===== config.mk =====
export PLATFORM = sky130hd
export DESIGN_NAME = nvram_access_arb
export DESIGN_NICKNAME = d
export VERILOG_FILES = /design/src/rtl/nvram_access_arb_pkg.sv /design/src/rtl/nvram_rr_arb.sv /design/src/rtl/nvram_access_arb.sv
export SDC_FILE = /design/constraint.sdc
export NUM_CORES = 1
export LEC_CHECK = 0
export CAP_MARGIN = 0
export CORE_MARGIN = 2
export CORE_UTILIZATION = 41
export CTS_CLUSTER_DIAMETER = 200
export DETAILED_ROUTE_END_ITERATION = 8
export PLACE_DENSITY_LB_ADDON = 0.1
export SYNTH_ARGS = -nofsm -noshare
export SYNTH_HDL_FRONTEND = slang
export SYNTH_SLANG_ARGS = --single-unit

===== constraint.sdc =====
create_clock -name clk_i -period 2.6 [get_ports clk_i]
set_clock_uncertainty 0.1 [all_clocks]
set_input_delay 0.65 -clock clk_i [delete_from_list [all_inputs] [get_ports clk_i]]
set_output_delay 0.65 -clock clk_i [all_outputs]
set_load 0.01 [all_outputs]

===== src/rtl/nvram_access_arb_pkg.sv =====
// Shared definitions for the NVRAM access arbiter: default geometry and
// bus-cycle timing, sequencer state encoding and a small helper used to
// size the shared phase counter.
package nvram_access_arb_pkg;

   localparam int DEF_ADDR_W    = 13;
   localparam int DEF_DATA_W    = 8;
   localparam int DEF_SETUP_CYC = 1;
   localparam int DEF_PULSE_CYC = 3;
   localparam int DEF_HOLD_CYC  = 1;

   // The readback states only become reachable when the write-verify
   // feature is compiled in; the encoding stays the same either way.
   typedef enum logic [2:0] {
      ST_IDLE    = 3'd0,
      ST_SETUP   = 3'd1,
      ST_STROBE  = 3'd2,
      ST_HOLD    = 3'd3,
      ST_DONE    = 3'd4,
      ST_VSETUP  = 3'd5,
      ST_VSTROBE = 3'd6,
      ST_VHOLD   = 3'd7
   } seqState_t;

   function automatic int maxOf3(input int a, input int b, input int c);
      int m;
      m = (a > b) ? a : b;
      return (m > c) ? m : c;
   endfunction

endpackage


===== src/rtl/nvram_rr_arb.sv =====
// Two-way round-robin arbiter. Bit 0 is requester A, bit 1 is requester B.
// With both requesting, the one not served last wins; the pointer moves on
// every grant so a lone requester also hands priority to the other side.
module nvram_rr_arb (
   input  logic       clk_i,
   input  logic       rst_n,
   input  logic [1:0] req_i,
   input  logic       grantEn_i,
   output logic [1:0] gnt_o
);

   logic ptr_q;
   logic ptr_d;

   // Grant decode: one-hot, only while the sequencer can accept a cycle
   always_comb begin
      gnt_o = 2'b00;
      ptr_d = ptr_q;
      if (grantEn_i) begin
         case (req_i)
            2'b01:   gnt_o = 2'b01;
            2'b10:   gnt_o = 2'b10;
            2'b11:   gnt_o = ptr_q ? 2'b10 : 2'b01;
            default: gnt_o = 2'b00;
         endcase
      end
      if (gnt_o[0]) begin
         ptr_d = 1'b1;
      end else if (gnt_o[1]) begin
         ptr_d = 1'b0;
      end
   end

   // Pointer register: 0 favours A, which is where reset leaves it
   always_ff @(posedge clk_i or negedge rst_n) begin
      if (!rst_n) begin
         ptr_q <= 1'b0;
      end else begin
         ptr_q <= ptr_d;
      end
   end

endmodule


===== src/rtl/nvram_access_arb.sv =====
// Shares one async NVRAM between requester A (bus bridge) and requester B
// (SPI programmer). A round-robin grant starts a SETUP/STROBE/HOLD/DONE bus
// cycle; all strobes and bus outputs are registered.
// Optional feature macro NVRAM_VERIFY_EN: every write is followed by a
// readback phase whose mismatch sets the sticky vfy_fail flag.
module nvram_access_arb
   import nvram_access_arb_pkg::*;
#(
   parameter int ADDR_W    = DEF_ADDR_W,
   parameter int DATA_W    = DEF_DATA_W,
   parameter int SETUP_CYC = DEF_SETUP_CYC,
   parameter int PULSE_CYC = DEF_PULSE_CYC,
   parameter int HOLD_CYC  = DEF_HOLD_CYC
) (
   input  logic              clk_i,
   input  logic              rst_n,
   input  logic              a_req,
   input  logic              a_wr,
   input  logic [ADDR_W-1:0] a_addr,
   input  logic [DATA_W-1:0] a_wdata,
   output logic              a_ack,
   output logic [DATA_W-1:0] a_rdata,
   input  logic              b_req,
   input  logic              b_wr,
   input  logic [ADDR_W-1:0] b_addr,
   input  logic [DATA_W-1:0] b_wdata,
   output logic              b_ack,
   output logic [DATA_W-1:0] b_rdata,
   output logic [ADDR_W-1:0] mem_addr,
   output logic [DATA_W-1:0] mem_dq_o,
   output logic              mem_dq_oe,
   input  logic [DATA_W-1:0] mem_dq_i,
   output logic              nce,
   output logic              noe,
   output logic              nwe,
   output logic              busy
`ifdef NVRAM_VERIFY_EN
   ,
   output logic              vfy_fail,
   input  logic              vfy_clr
`endif
);

   localparam int MAX_CYC = maxOf3(SETUP_CYC, PULSE_CYC, HOLD_CYC);
   localparam int CNT_W   = $clog2(MAX_CYC + 1);
   localparam logic [CNT_W-1:0] SETUP_LD = CNT_W'(SETUP_CYC - 1);
   localparam logic [CNT_W-1:0] PULSE_LD = CNT_W'(PULSE_CYC - 1);
   localparam logic [CNT_W-1:0] HOLD_LD  = CNT_W'(HOLD_CYC - 1);

   seqState_t          state_q, state_d;
   logic [CNT_W-1:0]   cnt_q, cnt_d;
   logic               selB_q, selB_d;
   logic               wr_q, wr_d;
   logic [ADDR_W-1:0]  memAddr_q, memAddr_d;
   logic [DATA_W-1:0]  memDqO_q, memDqO_d;
   logic               memDqOe_q, memDqOe_d;
   logic               nce_q, nce_d;
   logic               noe_q, noe_d;
   logic               nwe_q, nwe_d;
   logic               aAck_q, aAck_d;
   logic               bAck_q, bAck_d;
   logic [DATA_W-1:0]  aRdata_q, aRdata_d;
   logic [DATA_W-1:0]  bRdata_q, bRdata_d;
   logic [1:0]         gnt;
   logic               cntDone;
   logic               inCycle;

   assign cntDone = (cnt_q == '0);

   nvram_rr_arb uArb (
      .clk_i     (clk_i),
      .rst_n     (rst_n),
      .req_i     ({b_req, a_req}),
      .grantEn_i (state_q == ST_IDLE),
      .gnt_o     (gnt)
   );

   // Sequencer: latch the granted request in IDLE, then step through the
   // timed phases, reloading the single down-counter on each phase entry
   always_comb begin
      state_d   = state_q;
      cnt_d     = cnt_q;
      selB_d    = selB_q;
      wr_d      = wr_q;
      memAddr_d = memAddr_q;
      memDqO_d  = memDqO_q;
      case (state_q)
         ST_IDLE: begin
            if (gnt != 2'b00) begin
               selB_d    = gnt[1];
               wr_d      = gnt[1] ? b_wr : a_wr;
               memAddr_d = gnt[1] ? b_addr : a_addr;
               memDqO_d  = gnt[1] ? b_wdata : a_wdata;
               state_d   = ST_SETUP;
               cnt_d     = SETUP_LD;
            end
         end
         ST_SETUP: begin
            if (cntDone) begin
               state_d = ST_STROBE;
               cnt_d   = PULSE_LD;
            end else begin
               cnt_d = cnt_q - 1'b1;
            end
         end
         ST_STROBE: begin
            if (cntDone) begin
               state_d = ST_HOLD;
               cnt_d   = HOLD_LD;
            end else begin
               cnt_d = cnt_q - 1'b1;
            end
         end
         ST_HOLD: begin
            if (cntDone) begin
`ifdef NVRAM_VERIFY_EN
               if (wr_q) begin
                  state_d = ST_VSETUP;
                  cnt_d   = SETUP_LD;
               end else begin
                  state_d = ST_DONE;
                  cnt_d   = '0;
               end
`else
               state_d = ST_DONE;
               cnt_d   = '0;
`endif
            end else begin
               cnt_d = cnt_q - 1'b1;
            end
         end
`ifdef NVRAM_VERIFY_EN
         ST_VSETUP: begin
            if (cntDone) begin
               state_d = ST_VSTROBE;
               cnt_d   = PULSE_LD;
            end else begin
               cnt_d = cnt_q - 1'b1;
            end
         end
         ST_VSTROBE: begin
            if (cntDone) begin
               state_d = ST_VHOLD;
               cnt_d   = HOLD_LD;
            end else begin
               cnt_d = cnt_q - 1'b1;
            end
         end
         ST_VHOLD: begin
            if (cntDone) begin
               state_d = ST_DONE;
               cnt_d   = '0;
            end else begin
               cnt_d = cnt_q - 1'b1;
            end
         end
`endif
         ST_DONE: begin
            state_d = ST_IDLE;
            cnt_d   = '0;
         end
         default: begin
            state_d = ST_IDLE;
            cnt_d   = '0;
         end
      endcase
   end

   // Bus outputs are decoded from the next state so they appear registered
   // from the edge that enters each phase; read data is taken on the edge
   // that leaves STROBE while noe is still low
   always_comb begin
      inCycle   = state_d inside {ST_SETUP, ST_STROBE, ST_HOLD,
                                  ST_VSETUP, ST_VSTROBE, ST_VHOLD};
      nce_d     = !inCycle;
      noe_d     = !(((state_d == ST_STROBE) && !wr_d) || (state_d == ST_VSTROBE));
      nwe_d     = !((state_d == ST_STROBE) && wr_d);
      memDqOe_d = wr_d && (state_d inside {ST_SETUP, ST_STROBE, ST_HOLD});
      aAck_d    = (state_d == ST_DONE) && !selB_d;
      bAck_d    = (state_d == ST_DONE) && selB_d;
      aRdata_d  = aRdata_q;
      bRdata_d  = bRdata_q;
      if ((state_q == ST_STROBE) && cntDone && !wr_q) begin
         if (selB_q) begin
            bRdata_d = mem_dq_i;
         end else begin
            aRdata_d = mem_dq_i;
         end
      end
   end

   // State and datapath registers; reset drops any cycle in flight at once
   always_ff @(posedge clk_i or negedge rst_n) begin
      if (!rst_n) begin
         state_q   <= ST_IDLE;
         cnt_q     <= '0;
         selB_q    <= 1'b0;
         wr_q      <= 1'b0;
         memAddr_q <= '1;
         memDqO_q  <= '0;
         memDqOe_q <= 1'b0;
         nce_q     <= 1'b1;
         noe_q     <= 1'b1;
         nwe_q     <= 1'b1;
         aAck_q    <= 1'b0;
         bAck_q    <= 1'b0;
         aRdata_q  <= '0;
         bRdata_q  <= '0;
      end else begin
         state_q   <= state_d;
         cnt_q     <= cnt_d;
         selB_q    <= selB_d;
         wr_q      <= wr_d;
         memAddr_q <= memAddr_d;
         memDqO_q  <= memDqO_d;
         memDqOe_q <= memDqOe_d;
         nce_q     <= nce_d;
         noe_q     <= noe_d;
         nwe_q     <= nwe_d;
         aAck_q    <= aAck_d;
         bAck_q    <= bAck_d;
         aRdata_q  <= aRdata_d;
         bRdata_q  <= bRdata_d;
      end
   end

`ifdef NVRAM_VERIFY_EN
   logic vfyFail_q, vfyFail_d;
   logic vfyHit;

   // Readback compare against the data still held on mem_dq_o; a mismatch
   // outranks a simultaneous clear so no failure is ever lost
   always_comb begin
      vfyHit    = (state_q == ST_VSTROBE) && cntDone && (mem_dq_i != memDqO_q);
      vfyFail_d = vfyFail_q;
      if (vfyHit) begin
         vfyFail_d = 1'b1;
      end else if (vfy_clr) begin
         vfyFail_d = 1'b0;
      end
   end

   // Sticky verify-failure flag
   always_ff @(posedge clk_i or negedge rst_n) begin
      if (!rst_n) begin
         vfyFail_q <= 1'b0;
      end else begin
         vfyFail_q <= vfyFail_d;
      end
   end

   assign vfy_fail = vfyFail_q;
`endif

   assign mem_addr  = memAddr_q;
   assign mem_dq_o  = memDqO_q;
   assign mem_dq_oe = memDqOe_q;
   assign nce       = nce_q;
   assign noe       = noe_q;
   assign nwe       = nwe_q;
   assign a_ack     = aAck_q;
   assign b_ack     = bAck_q;
   assign a_rdata   = aRdata_q;
   assign b_rdata   = bRdata_q;
   assign busy      = (state_q != ST_IDLE);

endmodule


# Word-level counts from Yosys, hierarchy flattened
# Cells that the tools add are included.
dict set report totals {
  regBits 51
  input_bits 56
  out_inout_bits 44
  wordCells 76
}
dict set report classes {
  n_addsub 1
  eq_ne 14
  muxes 21
  bitwise_logic 1
  n_reduce_logical 24
}
# op count
set ops {}
lappend ops {{$mux 13} 1}
lappend ops {{$eq 3x2->1 const B} 4}
lappend ops {{$eq 3x3->1 const B} 4}
lappend ops {{$mux 3} 4}
lappend ops {{$pmux 2 s3} 2}
lappend ops {{$pmux 3 s4} 1}
lappend ops {{$mux 2} 5}
lappend ops {{$mux 8} 1}
lappend ops {{$logic_and 1x1->1} 7}
lappend ops {{$mux 1} 7}
lappend ops {{$eq 3x1->1 const B} 2}
lappend ops {{$logic_not 1->1} 6}
lappend ops {{$reduce_and 2->1} 3}
lappend ops {{$reduce_bool 3->1} 2}
lappend ops {{$reduce_bool 6->1} 1}
lappend ops {{$eq 2x2->1 const B} 2}
lappend ops {{$logic_not 3->1} 1}
lappend ops {{$eq 2x1->1 const B} 1}
lappend ops {{$logic_not 2->1} 1}
lappend ops {{$ne 2x2->1 const B} 1}
lappend ops {{$reduce_bool 2->1} 1}
lappend ops {{$reduce_or 2->1} 1}
lappend ops {{$sub 2x1->2 const B} 1}
lappend ops {{$logic_or 1x1->1} 1}
lappend ops {{$not 1->1} 1}

# Depth between registers and ports, before layout
dict set report depth {
  depth_word 10
  ltp_mapped 7
  depth_no_buf 6
}

# Modules after synthesis
# A second synthesis with hierarchy kept.
dict set report unflattened {
  hier_cells 199
  area_unflattened_um2 2386.0
}
# mod n_inst cells_per_inst area_per_inst_um2 seq_area_each_um2
set modules_own_cells {}
lappend modules_own_cells {nvram_access_arb 1 190 2317.2 1271.2}
lappend modules_own_cells {nvram_rr_arb 1 9 68.8 25.0}

# Worst setup path before layout
# Ideal clock, no wire load.
dict set report synth_timing {
  path_type {register to register}
  from {register cnt_q[0]}
  to {register bRdata_q[0], in the netlist b_rdata[0]}
  setup_ps 125
  arrival_time_ps 1736
  required_time_ps 2375
  slack_ps 639
  stages_incl_launch_ff 7
  path_buffers 1
  period_less_slack_ps 1961
  cell_sequence {dfrtp_1 -> inv_1 -> ha_1 -> nand2b_4 -> or4_1 -> buf_6 -> mux2_4}
}
dict set report synth_via {
  elab_chain_cells 4
}
# element line_no
set synth_lines {}
lappend synth_lines {{start, declared} nvram_access_arb.sv:51} ;# logic [CNT_W-1:0] cnt_q, cnt_d;
lappend synth_lines {{start signal, assigned} nvram_access_arb.sv:211} ;# cnt_q <= cnt_d;
lappend synth_lines {{$logic_not 2->1} nvram_access_arb.sv:68} ;# assign cntDone = (cnt_q == '0);
lappend synth_lines {{$logic_and 1x1->1 (2 in series)} nvram_access_arb.sv:183} ;# if ((state_q == ST_STROBE) && cntDone && !wr_q) begin
lappend synth_lines {{$reduce_and 2->1 (no line)} --}
lappend synth_lines {{end signal, assigned} nvram_access_arb.sv:223} ;# bRdata_q <= bRdata_d;
lappend synth_lines {{end, declared} nvram_access_arb.sv:63} ;# logic [DATA_W-1:0] bRdata_q, bRdata_d;
# Every way passes these cells.
# A chain may end at the register's enable or synchronous reset.

# Final worst setup path
dict set report layout_timing {
  from {register state_q[1]}
  to {output port busy}
}
dict set report layout_via {
  elab_chain_cells 1
}
# element line_no
set layout_lines {}
lappend layout_lines {{start, declared} nvram_access_arb.sv:50} ;# seqState_t state_q, state_d;
lappend layout_lines {{start signal, assigned} nvram_access_arb.sv:210} ;# state_q <= state_d;
lappend layout_lines {{$reduce_bool 3->1} nvram_access_arb.sv:265} ;# assign busy = (state_q != ST_IDLE);
lappend layout_lines {{end, declared} nvram_access_arb.sv:36} ;# output logic busy
# Every way passes these cells.

==> flow_summary.yaml <==
run_status:
  status: "complete, no violations"
timing:
  final_max_slew_viol_count: 0
  setup_tns_ns: 0
  fmax_mhz: 411
  min_period_over_period_pct: 93.5
  worstMarginPinSlew_ns: 0.638
  rsz0062_at_grt: "no"
  hold_viol: 0
  final-setup-viol-count: 0
  fin_crit_ns: 2.43
  maxSlewHeadroom_pct: 57.1
pwr:
  pwr-share-comb_pct: 50.4
  p_int_mw: 2.58
  p_per_area_nw_per_um2: 1160
  pwr-share-seq_pct: 37.4
  p_sw_mw: 1.40
  p_sw_share_pct: 35.2
  p_leak_nw: 1.43
  power_frac_clock_pct: 12.2
  peakVddDrop_mv: 0.680
job:
  drv_cap: 0
global_routing:
  grt_overflow: 0
  grt_pass1_vias: 1794
  antenna_found_initial: 0
  grt_usage_pct: 19.7
  grt_pass1_wl_um: 9350
  grt_max_degree: 27
synth:
  synth_xor_xnor_area_share_pct: 0.393
  yosys_register_bits: 51
  ys_types: 35
  syn-num-nets: 250
  synth_top_family_by_area: "simple AND/OR/NAND/NOR gates"
  ys_async_sr_fraction_pct: 100
  seq_area_frac_synth_pct: 58.1
  synthAdderAreaFrac_pct: 1.68
  synth_compound_area_share_pct: 12.1
  synth-simple-area-share_pct: 14.5
  synth_edf_count: 0
  synthMuxAreaShare_pct: 9.88
  synthCells: 191
  synth_area_per_cell_um2: 11.7
  netlist_area_um2: 2230
  synth-warning-count: 0
  ys.flop_type: "dfrtp_1"
placed_design:
  dpl.cell_count: 356
  port-buffer-count: 99
  dpl.hpwl_um: 4120
  gp_congestion: 0.760
worst_setup_path:
  start_kind: "flip-flop"
  worstPathRequired_ns: 1.85
  timing.rr.end: "b_rdata[5]"
  reg2reg_depth: 5
  r2r_start: "cnt_q[0]"
  crit_fanout: 5
  cp-end-kind: "output port"
  crit_arrival_ns: 1.68
  criticalPathCategory: "reg -> out"
  r2r_slack_ns: 0.34
drt:
  wl_um: 5780
  ant_nets: 0
  wire_per_inst_um: 15.9
  dr.first_iter.drc_count: 62
  viasPerCell: 5.05
  vias: 1839
  drtPass1Iterations: 4
  drcViolationCount: 0
cts:
  cts_tree: "built"
  clkTransAtPathRegs_ns: 0.10
  clockBufferDepth: 2
  clk_latency_ns: 0.30
  cts-buffers-inserted: 5
  root_buffer: "clkbuf_8"
  cts_hold_buf: 0
  cts_sinks: 51
  cts_htree_levels: 2
finish:
  final_common_cell: "clkdlybuf4s50_1"
  layout_common_cells: "clkdlybuf4s50_1 (98), nor2_1 (46), dfrtp_1 (35), a221oi_1 (20), dfstp_2 (16)"
  n_antenna_cell: 0
  area_growth_pct: 53.4
  drive_above_1_share_pct: 18.0
  fin_nets: 352
  stdcell_count: 364
floorplan:
  coreArea_um2: 5170
  num_rows: 26
  initial_core_util_pct: 43.1
  ios: 100
  dieArea_um2: 6040
  die_w_um: 77.7
  fp.dieH_um: 77.7
min_path:
  hp-class: "in -> async"
[per-stage QoR]
step           setup WS, ns  utilization, %  power (mW)  area [µm²]  hold WS (ns)
2_1_floorplan         0.639               -        2.52        2230         0.254
3_3_place_gp          0.319            64.1        3.47        3320         0.344
3_5_place_dp          0.278            64.1        3.52        3320         0.347
4_1_cts              0.0918            66.0        4.02        3410         0.237
5_1_grt              0.0717            66.1        4.26        3420         0.272
6_report              0.170            66.1        3.98        3420         0.231
[state kept, by name, summed over array words and instances (netlist names), 2 cells and up]
register,count
state_q,3
a_rdata,8
b_rdata,8
mem_dq_o,8
mem_addr,13
cnt_q,2
[cell usage after synthesis, types with 2 or more instances]
master,instances,area (µm²)
ha_1,3,37.5
o21ai_0,4,20.0
a221oi_1,20,175
inv_1,6,22.5
nor2_1,46,173
mux2_4,8,120
dfstp_2,16,420
nand2b_4,2,27.5
buf_2,3,15.0
mux2_2,8,90.1
dfrtp_1,35,876
clkbuf_1,7,26.3
nand2_1,8,30.0
nor3_1,2,10.0
a21oi_1,3,15.0
[worst max-delay path by stage]
stage                    start     endpoint  slack (ns)  cells after the start
finish              state_q[1]         busy        0.17                      3
global route        state_q[1]         busy        0.07                      3
CTS                 state_q[1]         busy        0.09                      3
detailed placement       a_req  mem_addr[1]        0.28                      6
global placement         a_req  mem_addr[9]        0.32                      6
floorplan             cnt_q[0]   b_rdata[0]        0.64                      6
[repair_timing]
item                       CTS  global route
buffers inserted             0             0
resized for setup            0             1
setup endpoints to repair    0             1
[worst max-delay path, stage by stage, from the launching register on]
cell and delay [ns]:
dfrtp_1 0.46, nor3_4 0.28, inv_1 0.13, clkdlybuf4s50_1 0.50
[kinds of logic after synthesis]
family                   after synthesis
AO/OA/AOI/OAI                         34
XOR/XNOR                               1
adder cells (fa/ha/maj)                3
buffers and inverters                 17
flip-flops                            51
multiplexers                          17
AND/OR/NAND/NOR                       68
[final cells by class]
class,count,area (µm²)
clock buffers,6,82.6
clock inverters,2,16.3
inverters,6,22.5
repair buffers,106,1050
flip-flops and latches,51,1300
well taps,70,87.6
multi-input cells,123,865
fillers,410,1750
[power groups by stage]
| stage | clock network, mW | registers, mW | logic (mW) |
|---|---|---|---|
| floorplan | 0 | 1.62 | 0.899 |
| global placement | 0 | 1.48 | 1.99 |
| detailed placement | 0 | 1.50 | 2.02 |
| CTS | 0.509 | 1.48 | 2.03 |
| global route | 0.534 | 1.54 | 2.19 |
| finish | 0.486 | 1.49 | 2.01 |
[per-layer routing]
metal	GRT usage, %	vias to the layer above	share of wire, %
met2	30.5	67	49
met3	5.23	7	6.5
met1	27.2	883	44
met4	5.89	0	1.1
met5	0	-	0
li1	-	882	-
Power figures use the tool's default switching activity.
